## config.mk

```make
export PLATFORM = sky130hd
export DESIGN_NAME = i2c_slave_ctrl
export DESIGN_NICKNAME = d
export VERILOG_FILES = /design/src/rtl/i2c_pkg.sv /design/src/rtl/i2c_shift8.sv /design/src/rtl/i2c_slave_ctrl.sv
export SDC_FILE = /design/constraint.sdc
export NUM_CORES = 1
export LEC_CHECK = 0
export CAP_MARGIN = 10
export CELL_PAD_IN_SITES_DETAIL_PLACEMENT = 0
export CELL_PAD_IN_SITES_GLOBAL_PLACEMENT = 1
export CORE_ASPECT_RATIO = 0.7
export CORE_MARGIN = 10
export CORE_UTILIZATION = 43
export DETAILED_ROUTE_END_ITERATION = 12
export GPL_ROUTABILITY_DRIVEN = 0
export GPL_TIMING_DRIVEN = 1
export MAX_ROUTING_LAYER = met4
export PLACE_DENSITY = 0.84
export SLEW_MARGIN = 15
export SYNTH_ARGS = -nofsm -noshare
export SYNTH_HDL_FRONTEND = slang
export SYNTH_SLANG_ARGS = --single-unit
```

## constraint.sdc

```tcl
create_clock -name clk -period 4.6 [get_ports clk]
set_input_delay 0.69 -clock clk [delete_from_list [all_inputs] [get_ports clk]]
set_output_delay 0.69 -clock clk [all_outputs]
set_load 0.1 [all_outputs]
```

## src/rtl/i2c_pkg.sv

```systemverilog
// Shared types and constants for the I2C slave protocol controller.
package i2c_pkg;
   typedef enum logic [2:0] {
      IDLE, ADDR, ACK_ADDR, RX_BYTE, ACK_RX, TX_BYTE, CHK_ACK, WAIT_STOP
   } state_t;

   localparam int         BITS_PER_BYTE = 8;
   localparam logic [6:0] GENCALL_ADDR  = 7'h00;
endpackage

```

## src/rtl/i2c_shift8.sv

```systemverilog
// 8-bit shifter: serial-in (LSB side) shift, parallel load, MSB serial-out.
module i2c_shift8 (
   input  logic       clk,
   input  logic       rst,
   input  logic       shift_en_i,
   input  logic       sin_i,
   input  logic       load_en_i,
   input  logic [7:0] load_data_i,
   output logic [7:0] q_o,
   output logic       sout_o
);
   logic [7:0] sh_q;

   always_ff @(posedge clk) begin
      if (rst)             sh_q <= '0;
      else if (load_en_i)  sh_q <= load_data_i;
      else if (shift_en_i) sh_q <= {sh_q[6:0], sin_i};
   end

   assign q_o    = sh_q;
   assign sout_o = sh_q[7];
endmodule

```

## src/rtl/i2c_slave_ctrl.sv

```systemverilog
// I2C slave protocol controller: address match, byte RX/TX, ACK handling.
// Optional general-call support is enabled with `define I2C_GENCALL_EN.
module i2c_slave_ctrl
   import i2c_pkg::*;
#(
   parameter logic [6:0] SLAVE_ADDR   = 7'h78,
   parameter logic [7:0] IDLE_TX_BYTE = 8'hFF
) (
   input  logic       clk,
   input  logic       rst,
   input  logic       rising_edge_found,
   input  logic       falling_edge_found,
   input  logic       start_found,
   input  logic       stop_found,
   input  logic       sda_in,
   input  logic [7:0] tx_data,
   input  logic       tx_valid,
   input  logic       rx_full,
   output logic       sda_oe,
   output logic [7:0] rx_data,
   output logic       rx_valid,
   output logic       tx_ack,
   output logic       tx_underrun,
   output logic       busy
`ifdef I2C_GENCALL_EN
   ,output logic      gen_call
`endif
);
   localparam logic [3:0] CNT_FULL = 4'(BITS_PER_BYTE);

   state_t     state_q, state_d;
   logic [3:0] cnt_q, cnt_d;
   logic       rw_q, rw_d, dlv_q, dlv_d, sda_oe_q, sda_oe_d;
   logic [7:0] rx_data_q, rx_data_d;
   logic       rx_valid_q, rx_valid_d, tx_ack_q, tx_ack_d, tx_und_q, tx_und_d;
   logic       gc_q, gc_d;
   logic       rise, fall, cnt_full, addr_hit, gc_hit;
   logic       sh_shift, sh_load, sh_msb, do_load;
   logic [7:0] sh_q, tx_byte;

   i2c_shift8 u_shift (
      .clk         (clk),
      .rst         (rst),
      .shift_en_i  (sh_shift),
      .sin_i       (sda_in),
      .load_en_i   (sh_load),
      .load_data_i (tx_byte),
      .q_o         (sh_q),
      .sout_o      (sh_msb)
   );

   // Coincident strobes are contradictory and dropped.
   assign rise     = rising_edge_found & ~falling_edge_found;
   assign fall     = falling_edge_found & ~rising_edge_found;
   assign cnt_full = (cnt_q == CNT_FULL);
   assign tx_byte  = tx_valid ? tx_data : IDLE_TX_BYTE;
`ifdef I2C_GENCALL_EN
   assign gc_hit   = (sh_q[7:1] == GENCALL_ADDR) & ~sh_q[0];
`else
   assign gc_hit   = 1'b0;
`endif
   assign addr_hit = (sh_q[7:1] == SLAVE_ADDR) | gc_hit;

   always_comb begin
      state_d    = state_q;
      cnt_d      = cnt_q;
      rw_d       = rw_q;
      dlv_d      = dlv_q;
      sda_oe_d   = sda_oe_q;
      rx_data_d  = rx_data_q;
      gc_d       = gc_q;
      rx_valid_d = 1'b0;
      tx_ack_d   = 1'b0;
      tx_und_d   = 1'b0;
      sh_shift   = 1'b0;
      do_load    = 1'b0;
      if (stop_found || start_found) begin
         state_d  = stop_found ? IDLE : ADDR;
         cnt_d    = '0;
         dlv_d    = 1'b0;
         sda_oe_d = 1'b0;
         gc_d     = 1'b0;
      end else begin
         case (state_q)
            ADDR: begin
               if (rise && !cnt_full) begin
                  sh_shift = 1'b1;
                  cnt_d    = cnt_q + 4'd1;
               end else if (cnt_full && !addr_hit) begin
                  state_d = WAIT_STOP;
                  cnt_d   = '0;
               end else if (cnt_full && fall) begin
                  state_d  = ACK_ADDR;
                  cnt_d    = '0;
                  rw_d     = sh_q[0];
                  sda_oe_d = 1'b1;
                  gc_d     = gc_hit;
               end
            end
            ACK_ADDR: if (fall) begin
               cnt_d = '0;
               if (rw_q) begin
                  state_d = TX_BYTE;
                  do_load = 1'b1;
               end else begin
                  state_d  = RX_BYTE;
                  sda_oe_d = 1'b0;
               end
            end
            RX_BYTE: begin
               if (rise && !cnt_full) begin
                  sh_shift = 1'b1;
                  cnt_d    = cnt_q + 4'd1;
               end else if (cnt_full && !dlv_q) begin
                  // dlv_q limits delivery to one strobe per byte while awaiting the ACK edge
                  rx_data_d  = sh_q;
                  rx_valid_d = 1'b1;
                  if (rx_full) begin
                     state_d = WAIT_STOP;
                     cnt_d   = '0;
                  end else if (fall) begin
                     state_d  = ACK_RX;
                     cnt_d    = '0;
                     sda_oe_d = 1'b1;
                  end else begin
                     dlv_d = 1'b1;
                  end
               end else if (cnt_full && fall) begin
                  state_d  = ACK_RX;
                  cnt_d    = '0;
                  dlv_d    = 1'b0;
                  sda_oe_d = 1'b1;
               end
            end
            ACK_RX: if (fall) begin
               state_d  = RX_BYTE;
               cnt_d    = '0;
               sda_oe_d = 1'b0;
            end
            TX_BYTE: begin
               // Shift on the master's sample edge so the next bit sits at the MSB for the fall.
               if (rise && !cnt_full) begin
                  sh_shift = 1'b1;
                  cnt_d    = cnt_q + 4'd1;
               end else if (fall && cnt_full) begin
                  state_d  = CHK_ACK;
                  cnt_d    = '0;
                  sda_oe_d = 1'b0;
               end else if (fall && cnt_q != '0) begin
                  sda_oe_d = ~sh_msb;
               end
            end
            CHK_ACK: begin
               if (rise && sda_in) begin
                  state_d = WAIT_STOP;
                  cnt_d   = '0;
               end else if (rise) begin
                  cnt_d = 4'd1;
               end else if (fall && cnt_q == 4'd1) begin
                  state_d = TX_BYTE;
                  cnt_d   = '0;
                  do_load = 1'b1;
               end
            end
            default: ;
         endcase
      end
      sh_load = do_load;
      if (do_load) begin
         sda_oe_d = ~tx_byte[7];
         tx_ack_d = tx_valid;
         tx_und_d = ~tx_valid;
      end
   end

   always_ff @(posedge clk) begin
      if (rst) begin
         state_q    <= IDLE;
         cnt_q      <= '0;
         rw_q       <= 1'b0;
         dlv_q      <= 1'b0;
         sda_oe_q   <= 1'b0;
         rx_data_q  <= '0;
         rx_valid_q <= 1'b0;
         tx_ack_q   <= 1'b0;
         tx_und_q   <= 1'b0;
         gc_q       <= 1'b0;
      end else begin
         state_q    <= state_d;
         cnt_q      <= cnt_d;
         rw_q       <= rw_d;
         dlv_q      <= dlv_d;
         sda_oe_q   <= sda_oe_d;
         rx_data_q  <= rx_data_d;
         rx_valid_q <= rx_valid_d;
         tx_ack_q   <= tx_ack_d;
         tx_und_q   <= tx_und_d;
         gc_q       <= gc_d;
      end
   end

   assign sda_oe      = sda_oe_q;
   assign rx_data     = rx_data_q;
   assign rx_valid    = rx_valid_q;
   assign tx_ack      = tx_ack_q;
   assign tx_underrun = tx_und_q;
   assign busy        = (state_q != IDLE);
`ifdef I2C_GENCALL_EN
   assign gen_call    = gc_q;
`else
   logic unused_gc;
   assign unused_gc   = gc_q;
`endif
endmodule

```

==> key figures, run 1 <==
Worst setup path
  – CP Cell Sequence: clkinv_1 > nand2_1 > clkdlybuf4s50_1
  – Worst r2r path cells: 7
  – Reg-to-reg setup timing slack: 1.98 ns
  – Crit start category: flop
  – Crit path DAT: 2.79 ns
  – R2r startpoint: state_q[2]$_SDFFE_PP0P_
  – Worst-path fanout max: 21
  – Slowest cell on crit path: clkdlybuf4s50_1
  – CP endpoint kind: output pin
  – Worst Path Required: 3.91 ns
  – RR Endpoint: state_q[0]$_SDFFE_PP0P_
  – CP max stage delay: 1.15 ns
  – Worst Path Class, Setup: reg -> out

Logic synthesis
  – #FFs+latches synth: 29
  – Asr flop ratio synth: 0
  – Sequential-to-total area share from yosys stat: 0.300
  – Synth unique cells: 53
  – Yosys warning total: 0
  – Avg Cell Area, Syn: 8.08 um^2
  – Syn_nets: 262
  – Syn Inst Count: 240
  – Post-Syn Area: 1940 um^2
  – EDFF count, synth: 0
  – Main synth FF type: dfxtp_1

Finish
  – Layout Utilization: 0.534
  – # fillers: 412
  – Final non-filler cell total: 317
  – Number of diodes: 0
  – Layout cells sized above 1: 0.0840
  – NumNets Final: 283
  – Layout area overhead: 19.9%
  – Final instance area: 2320 um^2

Global route
  – GRT Total Usage: 0.146
  – Met2 Resource Use GR: 0.183
  – First-pass GRT wire length: 9010 um
  – Peak-usage layer in the global routing report: met1
  – Grt met1 use: 0.212
  – Initial antenna violation count: 0
  – Vias in the first global route: 1729
  – Largest net degree at the start of global routing: 24
  – Grt total ovfl: 0
  – Met3 GRT Util: 0.0426

CTS
  – # hold bufs at CTS: 0
  – Num CTS Buffers: 5
  – CTS max path bufs: 2
  – Root Driver: clkbuf_8
  – H-tree levels: 2
  – Post-CTS setup buffers: 0
  – PostCTS Resize Cnt: 0
  – Insertion delay to the later sink of the worst-skew pair: 0.28 ns
  – CTS tree: yes
  – Clock-pin transition on the worst setup and hold timing paths: 0.07 ns
  – Clock Sinks: 29

Detailed routing
  – Vias per cell: 6.03
  – Final ANT Viol Nets: 0
  – First DRT Iteration DRCs: 220
  – DRT Pass-1 Iters: 5
  – Vias post-DR: 1911
  – WL final: 5470 um
  – Mean routed wirelength per cell: 17.2 um
  – DRC Markers: 0

Pwr
  – Combinational share of power: 0.113
  – Static Leakage: 0.910 nW
  – Power per cell area: 239 nW/um^2
  – Clk pwr share: 0.424
  – Sw Ratio: 0.255
  – Internal power: 0.413 mW
  – Net Switching: 0.141 mW
  – Peak supply drop: 139 uV
  – Sequential group share of total power: 0.463

Timing
  – Final Setup Violations: 0
  – Fin crit period: 3.48 ns
  – Worst slew pin tran: 0.973 ns
  – Min Hold Slack: 0.503 ns
  – Fmax: 287 MHz
  – Final hold violations: 0
  – RSZ-0062 raised after global routing: false
  – Skew final: 0.00506 ns
  – Max_slew headroom: 0.349
  – Crit share post-route: 0.757
  – Max-slew violation count: 0
  – Fin Setup TNS: 0 ns

Place
  – Final HPWL DP: 4040 um
  – Dpl cells: 309
  – Port Buffer Count: 29
  – Placed inst area: 2220 um^2

Job
  – Maximum Capacitance Violations: 0

Hold path
  – Worst Hold Depth: 2
  – Hold/Removal Path Class: reg -> reg
  – WHS Endpoint: rx_data[3]$_SDFFE_PP0P_
  – HP Start: rx_data[3]$_SDFFE_PP0P_

Floorplanning
  – Full die area: 7640 um^2
  – Die Ht: 76.2 um
  – Core box area: 4350 um^2
  – Num rows: 20
  – Top-Level Pins: 30
  – Starting density of the core: 0.445
  – Die W: 100 um

Outcome
  – Status: finished clean
## cell families after synthesis
| family | synth area share |
|---|---|
| flops | 0.300 |
| mux | 0.0878 |
| buf+inv | 0.0523 |
| simple gates | 0.249 |
| compound gates | 0.265 |
| xor+xnor | 0.00904 |
| fa+ha+maj | 0.0374 |
## synth_stat cells (all sizes together) (2+ instances only)
master	count	area (um^2)
o2111ai	2	17.5
nor2b	3	18.8
nand4	4	25.0
buf	9	52.6
o41ai	2	36.3
ha	5	62.6
inv	4	15.0
o31ai	2	15.0
o21ai	17	85.1
nor2	27	101
nand4b	2	38.8
or3	2	12.5
nand2	19	76.3
nand3b	3	22.5
clkinv	3	11.3
or2	2	12.5
nand3	7	35.0
clkbuf	6	22.5
nand2b	2	12.5
a211oi	8	60.1
nor3	13	65.1
and3b	2	17.5
a21oi	18	90.1
mux2i	17	170
a31oi	4	25.0
a2111oi	2	30.0
and3	2	12.5
o211ai	6	45.0
dfxtp	29	581
## sequential cells by signal (all words and copies together) (netlist names), 3 cells and up
register     cells
cnt_q            4
rx_data          8
state_q          3
u_shift.q_o      8
## worst max path at each step
| stage | start | to | slack [ns] | depth (start not counted) |
|---|---|---|---|---|
| after detailed placement | state_q[0]$_SDFFE_PP0P_ | busy | 1.47 | 3 |
| after floorplan | state_q[2]$_SDFFE_PP0P_ | busy | 2.46 | 3 |
| after global routing | state_q[0]$_SDFFE_PP0P_ | busy | 0.99 | 3 |
| after CTS | state_q[0]$_SDFFE_PP0P_ | busy | 1.16 | 3 |
| after global placement | state_q[0]$_SDFFE_PP0P_ | busy | 1.50 | 3 |
| final | state_q[0]$_SDFFE_PP0P_ | busy | 1.12 | 3 |
## layout by cell type (no fill, tap or decap), drive strengths merged, types with 5 or more instances in the layout
master / n
dfxtp: 29
clkdlybuf4s50: 29
nor2: 27
nand2: 19
a21oi: 18
o21ai: 17
mux2i: 17
nor3: 13
a211oi: 8
nand3: 7
clkbuf: 7
o211ai: 6
ha: 5
## per-layer routing
metal  up-vias  routed length (um)
met5         -                   0
met4         0                  77
met3         7                 410
met2        65                2130
met1       908                2840
li1        931                   -
## per-stage QoR
stage | setup slack, ns | power (mW)
2_1_floorplan | 2.46 | 0.298
3_3_place_gp | 1.50 | 0.323
3_5_place_dp | 1.47 | 0.323
4_1_cts | 1.16 | 0.559
5_1_grt | 0.988 | 0.577
6_report | 1.12 | 0.554
## power by group through the flow
stage / Combinational, mW / Clock [mW] / Sequential, mW
floorplan: 0.0399 / 0 / 0.258
global placement: 0.0615 / 0 / 0.262
detailed placement: 0.0613 / 0 / 0.262
CTS: 0.0618 / 0.241 / 0.256
global route: 0.0681 / 0.252 / 0.257
finish: 0.0627 / 0.235 / 0.257
## critical path: cells and delay by family (launching register included)
family        cells  cell delay (ns)
buf+inv           2             1.55
simple gates      1             0.20
flops             1             0.76
## final cells by class
class                      count  area [um^2]  share of cell area
clock buffer                   7         96.3              0.0415
multi-input combinational    189         1260               0.541
clock inverter                 1         5.00             0.00215
tap                           55         68.8              0.0296
inverter                       7         26.3              0.0113
timing repair buffer          29          290               0.125
sequential                    29          581               0.250
(Power assumes the default switching activity.)
==> run 2: changes to the inputs <==
CORE_UTILIZATION = 40   (was 43)
PLACE_DENSITY = 0.79   (was 0.84)
clock period = 3.3 ns   (was 4.6 ns; I/O delays follow)
==> run 2 against run 1 <==
- cell count increased by 2.2%
- via count increased by 0.63%
- power increased by 34%
- sequential power increased by 37%
- clock-buffer cell count decreased by 2
- critical path depth increased by 4
- sequential share of layout area decreased by 0.24 points
- core utilization decreased by 3.8 points
- register-to-register slack got worse by 0.95 ns
- first-iteration DRC count decreased by 43%
==> key figures, run 2 (same netlist as run 1, synthesis figures left out) <==
CTS
  – Num CTS Buffers: 5
  – Insertion delay to the later sink of the worst-skew pair: 0.28 ns
  – # hold bufs at CTS: 0
  – Post-CTS setup buffers: 0
  – CTS tree: yes
  – PostCTS Resize Cnt: 0
  – CTS max path bufs: 2
  – Root Driver: clkbuf_8
  – Clock Sinks: 29
  – Clock-pin transition on the worst setup and hold timing paths: 0.07 ns
  – H-tree levels: 2

Worst setup path
  – Worst Path Required: 3.46 ns
  – CP delay by family, top: simple AND/OR/NAND/NOR gates
  – Worst Path Buf+Inv: 1
  – Crit path DAT: 2.49 ns
  – Worst r2r path cells: 9
  – Crit start category: primary input
  – RR Endpoint: state_q[0]$_SDFFE_PP0P_
  – Slowest cell on crit path: clkdlybuf4s50_1
  – Reg-to-reg setup timing slack: 1.03 ns
  – R2r startpoint: cnt_q[0]$_SDFFE_PP0P_
  – Number of cells on the critical path: 7
  – Critical path origin: rising_edge_found
  – Worst Path Class, Setup: in -> reg
  – Worst setup path end: u_shift.q_o[2]$_SDFFE_PP0P_
  – Worst-path fanout max: 18
  – CP Cell Sequence: clkdlybuf4s50_1 > and2b_2 > nand3_1 > o31ai_1 > nand2_2 > nor3_1 > a211oi_1
  – CP endpoint kind: flop
  – CP max stage delay: 0.44 ns

Job
  – Maximum Capacitance Violations: 0

Place
  – Pre-CTS setup slack: 0.685 ns
  – Final HPWL DP: 4130 um
  – Dpl cells: 316
  – Placed inst area: 2260 um^2
  – Port Buffer Count: 29

Global route
  – GRT Total Usage: 0.147
  – Initial antenna violation count: 0
  – First-pass GRT wire length: 9410 um
  – Grt total ovfl: 0
  – Largest net degree at the start of global routing: 24
  – Vias in the first global route: 1795

Timing
  – Skew final: 0.00809 ns
  – Post-route worst setup slack: 0.968 ns
  – Final Setup Violations: 0
  – Final hold violations: 0
  – Max-slew violation count: 0
  – Fmax: 429 MHz
  – Fin crit period: 2.33 ns
  – Crit share post-route: 0.707
  – Fin Setup TNS: 0 ns
  – Worst slew pin tran: 0.982 ns
  – RSZ-0062 raised after global routing: false
  – Max_slew headroom: 0.343

Hold path
  – HP Start: rx_data[7]$_SDFFE_PP0P_
  – Hold/Removal Path Class: reg -> reg

Floorplanning
  – Top-Level Pins: 30
  – Full die area: 8070 um^2
  – Core box area: 4730 um^2
  – Num rows: 21
  – Die W: 103 um
  – Starting density of the core: 0.410
  – Die Ht: 78.2 um

Detailed routing
  – Final ANT Viol Nets: 0
  – Vias post-DR: 1923
  – First DRT Iteration DRCs: 126
  – Mean routed wirelength per cell: 17.1 um
  – DRC Markers: 0
  – DRT Pass-1 Iters: 5
  – Vias per cell: 5.94
  – WL final: 5550 um

Pwr
  – Power per cell area: 317 nW/um^2
  – Pwr Total: 0.744 mW
  – Peak supply drop: 164 uV
  – Static Leakage: 0.928 nW

Finish
  – Layout area overhead: 21.0%
  – Final non-filler cell total: 324
  – Layout cells sized above 1: 0.105
  – Most frequent cells in the layout: dfxtp_1, clkdlybuf4s50_1, nor2_1
  – NumNets Final: 288
  – Number of diodes: 0
  – Most common cell after layout, fill and taps aside: dfxtp_1
  – # fillers: 466
  – Final instance area: 2350 um^2

Outcome
  – Status: finished clean
-- run 2: cell count changes in the layout (fill, tap and decap cells not counted) --
cell,change
buf_4,+6
clkinvlp_4,+1
clkinv_2,+1
clkdlybuf4s50_1,-1
clkbuf_8,-2
-- run 2: final cells by class --
cell class | count | area, um^2 | area share
clock buffer | 5 | 68.8 | 0.0293
clock inverter | 3 | 17.5 | 0.00747
inverter | 7 | 26.3 | 0.0112
multi-input combinational | 189 | 1260 | 0.535
sequential | 29 | 581 | 0.247
tap | 57 | 71.3 | 0.0304
timing repair buffer | 34 | 325 | 0.139
-- run 2: tightest hold or removal path, stage by stage (launching register included) --
cell	delay [ns]
dfxtp_1	0.33
a21oi_1	0.06
nor2_1	0.07
-- run 2: report_power, final --
group	leakage [nW]	internal [mW]	switching, mW
sequential	0.234	0.351	0.00175
combinational	0.651	0.0382	0.0565
clock	0.0439	0.145	0.151
total	0.928	0.535	0.209
-- run 2: worst min path at each step --
| stage | endpoint | slack, ns | cells past startpoint |
|---|---|---|---|
| finish | rx_data[7]$_SDFFE_PP0P_ | 0.49 | 2 |
| global route | rx_data[7]$_SDFFE_PP0P_ | 0.54 | 2 |
| CTS | rx_data[7]$_SDFFE_PP0P_ | 0.49 | 2 |
| detailed placement | rx_data[7]$_SDFFE_PP0P_ | 0.48 | 2 |
| global placement | rx_data[7]$_SDFFE_PP0P_ | 0.47 | 2 |
| floorplan | cnt_q[1]$_SDFFE_PP0P_ | 0.48 | 2 |
-- run 2: stage by stage --
stage                     utilization  hold slack, ns
after floorplan                     -           0.479
after global placement          0.478           0.468
after detailed placement        0.478           0.478
after CTS                       0.496           0.494
after global routing            0.496           0.535
final                           0.496           0.489
-- run 2: layer usage --
metal,routed length (um),GRT usage,up-vias,share of wire
li1,-,-,949,-
met1,2930,0.219,899,0.53
met2,2170,0.186,71,0.39
met3,411,0.0420,4,0.074
met4,42,0.0319,0,0.0076
met5,0,-,-,0
==> run 3: changes to the inputs <==
CORE_UTILIZATION = 36   (was 40)
PLACE_DENSITY = 0.75   (was 0.79)
clock period = 2.05 ns   (was 3.3 ns; I/O delays follow)
==> run 3 against run 2 <==
- largest cell class unchanged
- sequential power grew 61%
- global-route usage shrank 0.20 points
- die area grew 8.6%
- clock-buffer cell count grew 2
- register-to-register slack lost 0.98 ns
- critical endpoint is now rw_q$_SDFFE_PP0P_
- setup slack lost 0.92 ns
- cell count grew 19%
- highest routed layer unchanged
- hold slack gained 0.0026 ns
==> key figures, run 3 (same netlist as run 1, synthesis figures left out) <==
CTS
  – Insertion delay to the later sink of the worst-skew pair: 0.28 ns
  – Clock-pin transition on the worst setup and hold timing paths: 0.06 ns
  – # hold bufs at CTS: 0
  – H-tree levels: 2
  – Num CTS Buffers: 5
  – CTS max path bufs: 2
  – CTS tree: yes
  – Clock Sinks: 29
  – Root Driver: clkbuf_8

Global route
  – Grt total ovfl: 0
  – Vias in the first global route: 1948
  – First-pass GRT wire length: 10000 um
  – Largest net degree at the start of global routing: 21
  – GRT Total Usage: 0.145
  – Initial antenna violation count: 0

Timing
  – Min Hold Slack: 0.491 ns
  – Fmax: 499 MHz
  – Crit share post-route: 0.977
  – Worst slew pin tran: 0.435 ns
  – Final Setup Violations: 0
  – Max_slew headroom: 0.709
  – Skew final: 0.00430 ns
  – Max-slew violation count: 0
  – Final hold violations: 0
  – Fin crit period: 2.00 ns
  – Post-route worst setup slack: 0.0471 ns
  – Fin Setup TNS: 0 ns
  – RSZ-0062 raised after global routing: true

Floorplanning
  – Starting density of the core: 0.371
  – Die Ht: 81.4 um
  – Full die area: 8770 um^2
  – Top-Level Pins: 30
  – Die W: 108 um
  – Core box area: 5230 um^2
  – Num rows: 22

Worst setup path
  – Slowest cell on crit path: or4b_1
  – CP Cell Sequence: inv_1 > ha_4 > and3b_2 > buf_4 > o41a_1 > or4b_1 > mux2i_1 > nor2_1
  – Crit start category: flop
  – CP endpoint kind: flop
  – CP max stage delay: 0.50 ns
  – Worst-path fanout max: 6
  – Worst Path Required: 2.21 ns
  – Worst Path Class, Setup: reg -> reg
  – Crit path DAT: 2.16 ns

Detailed routing
  – Vias per cell: 5.47
  – Final ANT Viol Nets: 0
  – WL final: 6170 um
  – First DRT Iteration DRCs: 189
  – Vias post-DR: 2101
  – DRT Pass-1 Iters: 5
  – Mean routed wirelength per cell: 16.1 um
  – DRC Markers: 0

Finish
  – Layout Utilization: 0.533
  – Final non-filler cell total: 384
  – NumNets Final: 333
  – Number of diodes: 0
  – Final instance area: 2790 um^2
  – Layout cells sized above 1: 0.304
  – Most common cell after layout, fill and taps aside: buf_4
  – Layout area overhead: 43.7%
  – Most frequent cells in the layout: buf_4, nor2_1, dfxtp_1

Pwr
  – Static Leakage: 1.20 nW
  – Power per cell area: 494 nW/um^2
  – Pwr Total: 1.38 mW
  – Peak supply drop: 218 uV

Place
  – Final HPWL DP: 4750 um
  – Port Buffer Count: 29
  – Pre-CTS setup slack: -0.184 ns
  – Dpl cells: 374
  – Placed inst area: 2600 um^2

Job
  – Maximum Capacitance Violations: 0

Hold path
  – Hold/Removal Path Class: reg -> reg

Outcome
  – Status: finished clean
-- run 3: cell count changes in the layout (fill, tap and decap cells not counted), moves of 2 or more --
cell             previous run  this run
buf_4                       6        60
clkdlybuf4s50_1            28        16
dfxtp_1                    29        26
dfxtp_2                     0         3
buf_12                      0         2
clkinv_2                    2         0
inv_2                       0         2
-- run 3: final cells by class --
| class | count | area, um^2 |
|---|---|---|
| inverters | 7 | 26.3 |
| clock inverters | 1 | 30.0 |
| repair buffers | 79 | 662 |
| flip-flops and latches | 29 | 584 |
| clock buffers | 7 | 86.3 |
| multi-input cells | 189 | 1310 |
| well taps | 72 | 90.1 |
| fillers | 504 | 2440 |
-- run 3: repair_timing --
action | in CTS | in global routing
resized for setup | 1 | 14
buffers inserted | 0 | 2
hold endpoints to repair | 0 | 0
pin swaps | 0 | 7
gates cloned | 0 | 0
setup endpoints to repair | 4 | 15
-- run 3: power by group --
part | internal, mW | switching, mW
combinational | 0.0937 | 0.102
clock | 0.396 | 0.215
sequential | 0.566 | 0.00408
total | 1.06 | 0.321
-- run 3: worst paths after layout --
| check | startpoint | endpoint | slack, ns | depth (start not counted) |
|---|---|---|---|---|
| worst min-delay path | rx_data[7]$_SDFFE_PP0P_ | rx_data[7]$_SDFFE_PP0P_ | 0.49 | 2 |
| worst max-delay path | cnt_q[0]$_SDFFE_PP0P_ | rw_q$_SDFFE_PP0P_ | 0.05 | 8 |
| worst max register to register | cnt_q[0]$_SDFFE_PP0P_ | rw_q$_SDFFE_PP0P_ | 0.05 | 8 |
| worst min register to register | rx_data[7]$_SDFFE_PP0P_ | rx_data[7]$_SDFFE_PP0P_ | 0.49 | 2 |
-- run 3: critical path: cells and delay by family, from the launching register on --
| family | cells | cell delay, ns |
|---|---|---|
| adder cells (fa/ha/maj) | 1 | 0.17 |
| AND/OR/NAND/NOR | 3 | 0.86 |
| flip-flops | 1 | 0.33 |
| buffers and inverters | 2 | 0.23 |
| multiplexers | 1 | 0.18 |
| AO/OA/AOI/OAI | 1 | 0.11 |
-- run 3: routing by layer --
metal | global-route usage | part of all wire | vias to the layer above
li1 | - | - | 1037
met1 | 0.207 | 0.51 | 962
met2 | 0.198 | 0.40 | 92
met3 | 0.0387 | 0.085 | 10
met4 | 0.0239 | 0.0094 | 0
met5 | - | 0 | -
